**src/rtl/mem_arbiter.sv**
```systemverilog
// mem_arbiter
//
// Purpose:
//   Shares the single 128-bit block port of main memory between the
//   instruction cache (refill reads) and the data cache (refill reads and
//   write-backs). One requester is granted at a time. The arbiter forwards
//   that requester's command to memory and returns read data in a register
//   private to each requester.
//
// Optional feature (compile-time macro):
//   MEM_ARB_ROUND_ROBIN_EN - when defined, a tie in IDLE goes to the requester
//                            that did not win the last grant. When undefined,
//                            the d-cache always wins ties.
//
// Ports:
//   CLK            in   clock, all state updates on the rising edge
//   RESET          in   synchronous active-high reset
//   I_READ         in   i-cache block read request
//   I_ADDR         in   i-cache block address
//   I_READDATA     out  registered block returned to the i-cache
//   I_BUSYWAIT     out  stall to the i-cache
//   D_READ         in   d-cache block read request
//   D_WRITE        in   d-cache block write request (wins over D_READ)
//   D_ADDR         in   d-cache block address
//   D_WRITEDATA    in   d-cache write block
//   D_READDATA     out  registered block returned to the d-cache
//   D_BUSYWAIT     out  stall to the d-cache
//   MEM_READ       out  memory read command
//   MEM_WRITE      out  memory write command
//   MEM_ADDR       out  memory block address
//   MEM_WRITEDATA  out  memory write block
//   MEM_READDATA   in   memory read block
//   MEM_BUSYWAIT   in   memory busy

module mem_arbiter #(
    parameter int ADDR_W  = 28,
    parameter int BLOCK_W = 128
) (
    input  logic               CLK,
    input  logic               RESET,
    input  logic               I_READ,
    input  logic [ADDR_W-1:0]  I_ADDR,
    output logic [BLOCK_W-1:0] I_READDATA,
    output logic               I_BUSYWAIT,
    input  logic               D_READ,
    input  logic               D_WRITE,
    input  logic [ADDR_W-1:0]  D_ADDR,
    input  logic [BLOCK_W-1:0] D_WRITEDATA,
    output logic [BLOCK_W-1:0] D_READDATA,
    output logic               D_BUSYWAIT,
    output logic               MEM_READ,
    output logic               MEM_WRITE,
    output logic [ADDR_W-1:0]  MEM_ADDR,
    output logic [BLOCK_W-1:0] MEM_WRITEDATA,
    input  logic [BLOCK_W-1:0] MEM_READDATA,
    input  logic               MEM_BUSYWAIT
);

    typedef enum logic [1:0] {
        IDLE    = 2'd0,
        GRANT_I = 2'd1,
        GRANT_D = 2'd2,
        DONE    = 2'd3
    } arbState_t;

    arbState_t          state_q, state_d;
    logic               ownerD_q, ownerD_d;
    logic               firstCycle_q, firstCycle_d;
    logic               writeOp_q, writeOp_d;
    logic [BLOCK_W-1:0] iReadData_q, iReadData_d;
    logic [BLOCK_W-1:0] dReadData_q, dReadData_d;

    logic iPending;
    logic dPending;
    logic dWinsTie;
    logic inGrant;

    assign iPending = I_READ;
    assign dPending = D_READ | D_WRITE;

    // Tie-break between simultaneous requests in IDLE. With round robin the
    // requester that did not own the last grant wins, so each side waits for
    // at most one transaction of the other.
`ifdef MEM_ARB_ROUND_ROBIN_EN
    assign dWinsTie = ~ownerD_q;
`else
    assign dWinsTie = 1'b1;
`endif

    // Next-state logic. A grant records the owner and latches whether the
    // transaction is a write, so the memory command holds its kind even if
    // the owner drops its request before memory finishes. Memory busy is
    // ignored on the edge that ends the first grant cycle, so every
    // transfer shows at least two command cycles to memory. Completing a
    // read captures MEM_READDATA into the owner's register only.
    always_comb begin
        state_d      = state_q;
        ownerD_d     = ownerD_q;
        firstCycle_d = 1'b0;
        writeOp_d    = writeOp_q;
        iReadData_d  = iReadData_q;
        dReadData_d  = dReadData_q;

        case (state_q)
            IDLE: begin
                if (dPending && (!iPending || dWinsTie)) begin
                    state_d      = GRANT_D;
                    ownerD_d     = 1'b1;
                    firstCycle_d = 1'b1;
                    writeOp_d    = D_WRITE;
                end else if (iPending) begin
                    state_d      = GRANT_I;
                    ownerD_d     = 1'b0;
                    firstCycle_d = 1'b1;
                    writeOp_d    = 1'b0;
                end
            end
            GRANT_I, GRANT_D: begin
                if (!firstCycle_q && !MEM_BUSYWAIT) begin
                    state_d = DONE;
                    if (!writeOp_q) begin
                        if (state_q == GRANT_I) begin
                            iReadData_d = MEM_READDATA;
                        end else begin
                            dReadData_d = MEM_READDATA;
                        end
                    end
                end
            end
            DONE: begin
                state_d = IDLE;
            end
            default: begin
                state_d = IDLE;
            end
        endcase
    end

    // State and returned-data registers. Reset abandons any transfer in
    // flight; the owner falls back to the d-cache so that, with round robin,
    // the first tie after reset goes to the i-cache.
    always_ff @(posedge CLK) begin
        if (RESET) begin
            state_q      <= IDLE;
            ownerD_q     <= 1'b1;
            firstCycle_q <= 1'b0;
            writeOp_q    <= 1'b0;
            iReadData_q  <= '0;
            dReadData_q  <= '0;
        end else begin
            state_q      <= state_d;
            ownerD_q     <= ownerD_d;
            firstCycle_q <= firstCycle_d;
            writeOp_q    <= writeOp_d;
            iReadData_q  <= iReadData_d;
            dReadData_q  <= dReadData_d;
        end
    end

    // Memory command. Outside a grant every memory output is held at zero.
    // The address and write block follow the owner's inputs, which the owner
    // keeps stable while it waits.
    assign inGrant       = (state_q == GRANT_I) || (state_q == GRANT_D);
    assign MEM_READ      = inGrant & ~writeOp_q;
    assign MEM_WRITE     = inGrant & writeOp_q;
    assign MEM_ADDR      = (state_q == GRANT_I) ? I_ADDR :
                           (state_q == GRANT_D) ? D_ADDR : '0;
    assign MEM_WRITEDATA = (state_q == GRANT_D) ? D_WRITEDATA : '0;

    // Stall to each cache. A fresh request stalls in the same cycle. The stall
    // drops only in DONE, and only for the owner that is still requesting.
    assign I_BUSYWAIT = iPending & ~((state_q == DONE) & ~ownerD_q);
    assign D_BUSYWAIT = dPending & ~((state_q == DONE) &  ownerD_q);

    assign I_READDATA = iReadData_q;
    assign D_READDATA = dReadData_q;

endmodule

```
**config.mk**
```make
export PLATFORM = sky130hd
export DESIGN_NAME = mem_arbiter
export DESIGN_NICKNAME = d
export VERILOG_FILES = /design/src/rtl/mem_arbiter.sv
export SDC_FILE = /design/constraint.sdc
export NUM_CORES = 1
export LEC_CHECK = 0
export BUFFER_PORTS_ARGS = -buffer_cell sky130_fd_sc_hd__buf_4
export CELL_PAD_IN_SITES_DETAIL_PLACEMENT = 1
export CELL_PAD_IN_SITES_GLOBAL_PLACEMENT = 2
export CORE_AREA = 10 10 275 277
export DETAILED_ROUTE_END_ITERATION = 12
export DIE_AREA = 0 0 285 287
export HOLD_SLACK_MARGIN = 0.06
export PLACE_DENSITY = 0.63
export SYNTH_ARGS = -nofsm -noshare
export SYNTH_HDL_FRONTEND = slang
export SYNTH_SLANG_ARGS = --single-unit
```
**constraint.sdc**
```tcl
create_clock -name CLK -period 2.2 [get_ports CLK]
set_input_delay 0.44 -clock CLK [delete_from_list [all_inputs] [get_ports CLK]]
set_output_delay 0.44 -clock CLK [all_outputs]
set_load 0.03 [all_outputs]
```
Word level (Yosys, flattened, before mapping) --
Index checks and enable logic that the tools add are counted.
Storage, ports and cells: flip-flop bits (word level) 261
Cells by class: equal/unequal tests 5, multiplexer cells 12, bitwise logic cells 13, reduce and logical (&&, ||, !) cells 12
Operators by type and width (number):
- $mux W128 | 1
- $mux W28 | 2
- $reduce_and A4 Y1 | 2
- $and A1 B1 Y1 | 6
- $mux W2 | 3
- $not A1 Y1 | 6
- $pmux W2 S3 | 1
- $mux W1 | 5
- $eq A2 B2 Y1 const B | 2
- $reduce_and A2 Y1 | 2
- $reduce_or A2 Y1 | 2
- $ne A3 B3 Y1 const B | 1
- $eq A2 B1 Y1 const B | 1
- $logic_not A1 Y1 | 2
- $logic_not A2 Y1 | 1
- $ne A2 B2 Y1 const B | 1
- $reduce_bool A2 Y1 | 1
- $logic_and A1 B1 Y1 | 1
- $logic_or A1 B1 Y1 | 1
- $or A1 B1 Y1 | 1

Depth between registers and ports, before layout --
Gate-level depths: netlist (run 1).
depth in word-level cells 4, gate-level depth with buffers 9, gate-level depth less buffers 5

Worst setup path before layout (run 1) --
Ideal clock, no wire load.
path kind register -> output, from register state_q[1], to output port MEM_ADDR[25], arrival time 2013 ps, path slack -253 ps, stages on the path, launching flop included 8, buffers on the path 4, path through dfxtp_1 inv_1 ha_1 buf_2 buf_2 buf_2 buf_2 o21ai_0
On the way: longest elaborated chain between the ends 3, elaborated cells between the ends (all ways) 4
RTL lines:
- start: declaration | RTL line 66 | arbState_t state_q, state_d;
- start signal: assignment | RTL line 151 | state_q <= state_d;
- $eq A2 B2 Y1 | RTL line 167 | (state_q == GRANT_D) ? D_ADDR : '0;
- $mux W28 | RTL line 167
- $mux W28 (*) | RTL line 166 | assign MEM_ADDR = (state_q == GRANT_I) ? I_ADDR :
- end: declaration | RTL line 53 | output logic [ADDR_W-1:0] MEM_ADDR,
Every way passes the cells marked *; elsewhere a longest branch is shown, timed or not.

Final worst setup path (run 1) --
from register state_q[0], to output port MEM_ADDR[26]
The elaborated chain is that of the path after synthesis.

==> impl_metrics.yaml, run 1 <==
global_route:
  grt.overflow.total: 0
  grt_pass1_vias: 14400
  grt_pass1_wl_um: 103000
  grt_max_degree: 126
  grt_usage: 0.168
  antenna_found_initial: 1
clock_tree:
  cts_tree: "done"
  cts-htree-levels: 2
  cts_hold_buf: 0
  cts.sinks: 261
  clk_path_buf_depth: 3
  path_clk_slew_ps: 60
  insertion_delay_ps: 550
  root_buffer: "clkbuf_16"
  cts_buffers: 34
pwr:
  vdd_drop_max_uv: 482
  power_density_mw_per_mm2: 1140
  power.leakage_uw: 0.00882
die:
  pin_count: 734
  start_util: 0.162
  die_x_um: 285
  design.core.area_mm2: 0.0698
  dieArea_mm2: 0.0818
  fp.dieH_um: 287
  rows: 97
placed_design:
  dpl_cell_area_mm2: 0.0179
  port_buffers: 733
  placed_cells: 2997
  dp_hpwl_um: 56400
  gp_congestion: 0.908
  dp_slack_ps: 65.8
yosys:
  syn_area_mm2: 0.0113
  synth_warnings: 0
  synth_fp_nets: 1763
  ys_seq_elements: 261
  netlist_instances: 1440
  ys_types: 27
  ys_seq_area_frac: 0.461
  syn_avg_cell_area_um2: 7.87
hold_path:
  hold_path.class: "input pin to flip-flop"
sta:
  setup-violations-final: 166
  period_share: 1.09
  fin_ws_ps: -199
  final-max-slew-violation-count: 0
  layout_min_cycle_time_ps: 2400
  fin_setup_tns_ps: -24580
  rsz0062_at_grt: "true"
  slew_headroom: 0.531
  fmax_mhz: 417
  final_hold_viol_count: 0
  fin_skew_ps: 31.7
  max_slew.worst_pin.slew_ps: 703
critical_path:
  endpoint_kind: "output port"
  cp_max_fo: 8
  crit_arrival_ps: 1960
  crit_type: "flip-flop to output port"
  cp.required_ps: 1760
  start_kind: "flip-flop"
routing:
  ant_nets: 0
  first_pass_iters: 4
  vias: 13700
  drtIter0Drc: 747
  wl_per_cell_um: 24.8
  drc: 0
  via_per_inst: 4.41
  wirelength_um: 77200
finish:
  nets: 2466
  drive_gt1_frac: 0.498
  n_fill_cell: 8135
  post-route-util: 0.303
  design_area_mm2: 0.0212
  area_delta_synth_final_pct: 86.8
  final_cells: 3109
run_status:
  violations: "setup timing"
  status: "finished with violations"
flow_run:
  max-cap-violations: 0
[final cells by class]
cell class | count | area (µm²) | share of cell area
Inverter | 5 | 26.3 | 0.00124
Antenna cell | 1 | 2.50 | 0.000118
Tap cell | 940 | 1180 | 0.0556
Multi-Input combinational cell | 1010 | 5880 | 0.278
Clock buffer | 50 | 1020 | 0.0482
Sequential cell | 261 | 5230 | 0.247
Clock inverter | 11 | 110 | 0.00520
Timing Repair Buffer | 831 | 7720 | 0.365
[worst paths after layout]
path	startpoint	end	slack (ps)	cells after the start
max reg2reg	state_q[0]$_SDFFE_PP0P_	D_READDATA[122]$_SDFFE_PP0P_	-40	9
max	state_q[0]$_SDFFE_PP0P_	MEM_ADDR[26]	-200	9
min	MEM_READDATA[110]	D_READDATA[110]$_SDFFE_PP0P_	150	3
min reg2reg	I_READDATA[111]$_SDFFE_PP0P_	I_READDATA[111]$_SDFFE_PP0P_	460	2
[logic make-up after synthesis]
kind of cell / share of synthesized area
adders and majority gates: 0.00552
DFF: 0.461
and+or+nand+nor: 0.211
buffers and inverters: 0.0775
AOI/OAI and AO/OA: 0.244
[cell usage in the layout (no fill, tap or decap), types with 3 or more instances in the layout]
cell       Yosys  routed
nand2_1       57      38
nand2_2        0      10
a21oi_2        0       3
o21ai_1      235     213
nand2_4        0       9
o21ai_4        0       3
clkbuf_16      0      50
dfxtp_1      261     259
o21ai_2        0      55
a21oi_1      258     255
buf_12         0      31
clkbuf_1      71       5
ha_4           0       3
nand3_1      256     256
nor2_1         3       3
and2_4         0     101
clkbuf_8       0      12
o21ai_0       51      15
buf_8          0      21
and2_1       129      28
buf_16         0      12
clkinv_2       0       6
buf_4          0     640
buf_6         24     110
[cell usage after synthesis (all sizes together)]
cell type	n	area share
ha	5	0.0055
a211o	1	0.00077
a2111oi	1	0.00077
or4b	1	0.0012
a22oi	1	0.00066
nor3b	2	0.0013
inv	5	0.0017
nor3	2	0.00088
nand2	57	0.019
nor4b	2	0.0021
a21oi	258	0.11
o21a	2	0.0013
or4	1	0.00066
nand3	256	0.11
o21ai	286	0.13
a21boi	1	0.00066
buf	93	0.052
dfxtp	261	0.46
and2	129	0.071
nor2	3	0.00099
nor2b	2	0.0011
clkbuf	71	0.024
[layer usage]
metal | GRT usage | up-vias | wire length, µm
met4 | 0.0459 | 0 | 1950
met5 | 0 | - | 0
met3 | 0.0444 | 66 | 4760
li1 | - | 6480 | -
met2 | 0.322 | 450 | 41700
met1 | 0.177 | 6722 | 28700
[where the power goes]
group | total, µW | internal [µW] | switching, µW
sequential | 5620 | 5260 | 358
combinational | 12900 | 5210 | 7690
clock | 5580 | 3260 | 2320
[state kept, by name, summed over array words and instances, names as in the netlist]
name,flops
D_READDATA,128
I_READDATA,128
state_q,2
firstCycle_q,1
ownerD_q,1
writeOp_q,1
[per-stage QoR]
stage | power, µW | hold slack [ps]
2_1_floorplan | 11400 | 459
3_3_place_gp | 15800 | 465
3_5_place_dp | 15900 | 471
4_1_cts | 22800 | 115
5_1_grt | 25200 | 131
6_report | 24100 | 154
[worst max-delay path: stages, from the launching register on]
cell       delay, ps
dfxtp_2          330
inv_2             60
buf_6            100
ha_4             150
buf_12           120
buf_12           140
clkbuf_16        170
nand2_4           40
o21ai_2          130
buf_6            150
[repair_timing]
action,4_1_cts,5_1_grt
gates cloned,8,20
setup endpoints to repair,158,195
resized for setup,192,188
endpoints found under the hold margin,0,0
pin swaps,5,75
buffers inserted,9,15
No activity file was read; power rests on OpenSTA's default activity.
==> inputs of run 2 (changes only) <==
PLACE_DENSITY = 0.73   (was 0.63)
==> run 2 against run 1 <==
Against the previous run: the flow still finishes with violations (setup timing); flip-flop and latch count is the same; critical endpoint is now MEM_WRITEDATA[3]; global-route usage shrank 0.20 points; clock-buffer cell count shrank 1.
==> impl_metrics.yaml, run 2 (synthesis gave the netlist of run 1 again) <==
run_status:
  status: "finished with violations"
  violations: "setup timing"
hold_path:
  hold_start: "MEM_READDATA[55]"
  hold_path.class: "input pin to flip-flop"
  hold_path_end: "I_READDATA[55]$_SDFFE_PP0P_"
  min_path_cells: 3
routing:
  ant_nets: 0
  wirelength_um: 74100
  vias: 13700
  wl_per_cell_um: 23.9
  drtIter0Drc: 763
  drc: 0
  first_pass_iters: 5
  via_per_inst: 4.41
clock_tree:
  insertion_delay_ps: 540
  cts_hold_buf: 0
  path_clk_slew_ps: 60
  cts.sinks: 261
  clk_path_buf_depth: 3
  cts_buffers: 34
  cts_tree: "done"
  root_buffer: "clkbuf_16"
  cts-htree-levels: 2
critical_path:
  crit_slowest_cell: "dfxtp_2"
  cp_max_fo: 7
  cp.required_ps: 1760
  crit_arrival_ps: 1910
  slowest_delay_ps: 330
  critPathBufInv: 6
  path_delay_family: "buffers and inverters"
  start_kind: "flip-flop"
  ff2ff_path_depth: 8
  endpoint_kind: "output port"
  worstPathCellList: "inv_2 > buf_6 > ha_4 > buf_12 > buf_12 > clkbuf_16 > and2_4 > buf_6"
  r2r-end: "D_READDATA[25]$_SDFFE_PP0P_"
  crit_type: "flip-flop to output port"
  reg2reg_slack_ps: 40
  reg2reg_from: "state_q[1]$_SDFFE_PP0P_"
sta:
  final_hold_viol_count: 0
  fin_setup_tns_ps: -13560
  fin_skew_ps: 31.4
  period_share: 1.07
  slew_headroom: 0.581
  fmax_mhz: 426
  whs_ps: 167
  setup-violations-final: 156
  layout_min_cycle_time_ps: 2350
  fin_ws_ps: -149
  rsz0062_at_grt: "true"
  final-max-slew-violation-count: 0
  max_slew.worst_pin.slew_ps: 620
global_route:
  grt_pass1_wl_um: 103000
  grt_max_degree: 122
  grt_pass1_vias: 14700
  grt_usage: 0.166
  grt.overflow.total: 0
  antenna_found_initial: 4
finish:
  layout_common_cells: "buf_4, dfxtp_1, a21oi_1, nand3_1, o21ai_1"
  regArea_mm2: 0.00523
  layout_commonest_cell: "buf_4"
  multi_input_area_mm2: 0.00591
  n_fill_cell: 8139
  nets: 2464
  area_delta_synth_final_pct: 87.7
  drive_gt1_frac: 0.495
flow_run:
  max-cap-violations: 0
placed_design:
  dp_hpwl_um: 55200
  port_buffers: 733
  gp_congestion: 0.928
  dp_slack_ps: 170
pwr:
  power.leakage_uw: 0.00886
  power_density_mw_per_mm2: 1140
  vdd_drop_max_uv: 446
die:
  dieArea_mm2: 0.0818
  pin_count: 734
  start_util: 0.162
  rows: 97
  die_x_um: 285
  fp.dieH_um: 287
  design.core.area_mm2: 0.0698
[run 2: changes by cell type in the layout (fill, tap and decap cells not counted), sizes merged]
cell,delta
buf,+7
bufinv,+3
clkbuf,-10
clkinv,-5
clkinvlp,+1
diode,+2
[run 2: cell type report]
cell class	instances	share of cell area
repair buffers	829	0.366
multi-input cells	1010	0.278
flip-flops and latches	261	0.246
well taps	940	0.0553
clock buffers	49	0.0460
clock inverters	10	0.00724
inverters	5	0.00124
diodes	3	0.000353
[run 2: worst max path at each step]
stage          cells past startpoint                          end                    start
2_1_floorplan                      7                 MEM_ADDR[25]  state_q[1]$_SDFFE_PP0P_
4_1_cts                            8            MEM_WRITEDATA[56]  state_q[0]$_SDFFE_PP0P_
3_3_place_gp                       6  I_READDATA[26]$_SDFFE_PP0P_  state_q[0]$_SDFFE_PP0P_
3_5_place_dp                       6  I_READDATA[36]$_SDFFE_PP0P_  state_q[0]$_SDFFE_PP0P_
5_1_grt                            8                 MEM_ADDR[14]  state_q[0]$_SDFFE_PP0P_
6_report                           8             MEM_WRITEDATA[3]  state_q[0]$_SDFFE_PP0P_
[run 2: tightest hold or removal path, cell delays in order]
cell and delay [ps]:
buf_4 110, nand3_1 50, a21oi_1 50
[run 2: what timing repair did]
| action | in CTS | in global routing |
|---|---|---|
| resized for setup | 305 | 128 |
| pin swaps | 40 | 62 |
| setup buffers | 16 | 7 |
| setup endpoints to repair | 158 | 189 |
| cloned | 16 | 8 |
[run 2: per-layer routing]
metal | GRT usage | part of all wire
met5 | 0 | 0
met3 | 0.0494 | 0.066
met2 | 0.302 | 0.52
met1 | 0.174 | 0.37
met4 | 0.0721 | 0.044
[run 2: stage by stage]
step	util	area, µm²	total power, µW	std cells
5_1_grt	0.305	21300	25400	3107
4_1_cts	0.296	20700	23900	3095
3_3_place_gp	0.257	17900	15700	3005
3_5_place_dp	0.257	17900	15900	3005
2_1_floorplan	-	11400	11400	1440
6_report	0.305	21300	24200	3107
[run 2: report_power, final]
part | total, µW | internal, µW | switching, µW
Sequential | 5610 | 5270 | 346
Clock | 5690 | 3460 | 2230
Combinational | 12900 | 5350 | 7560
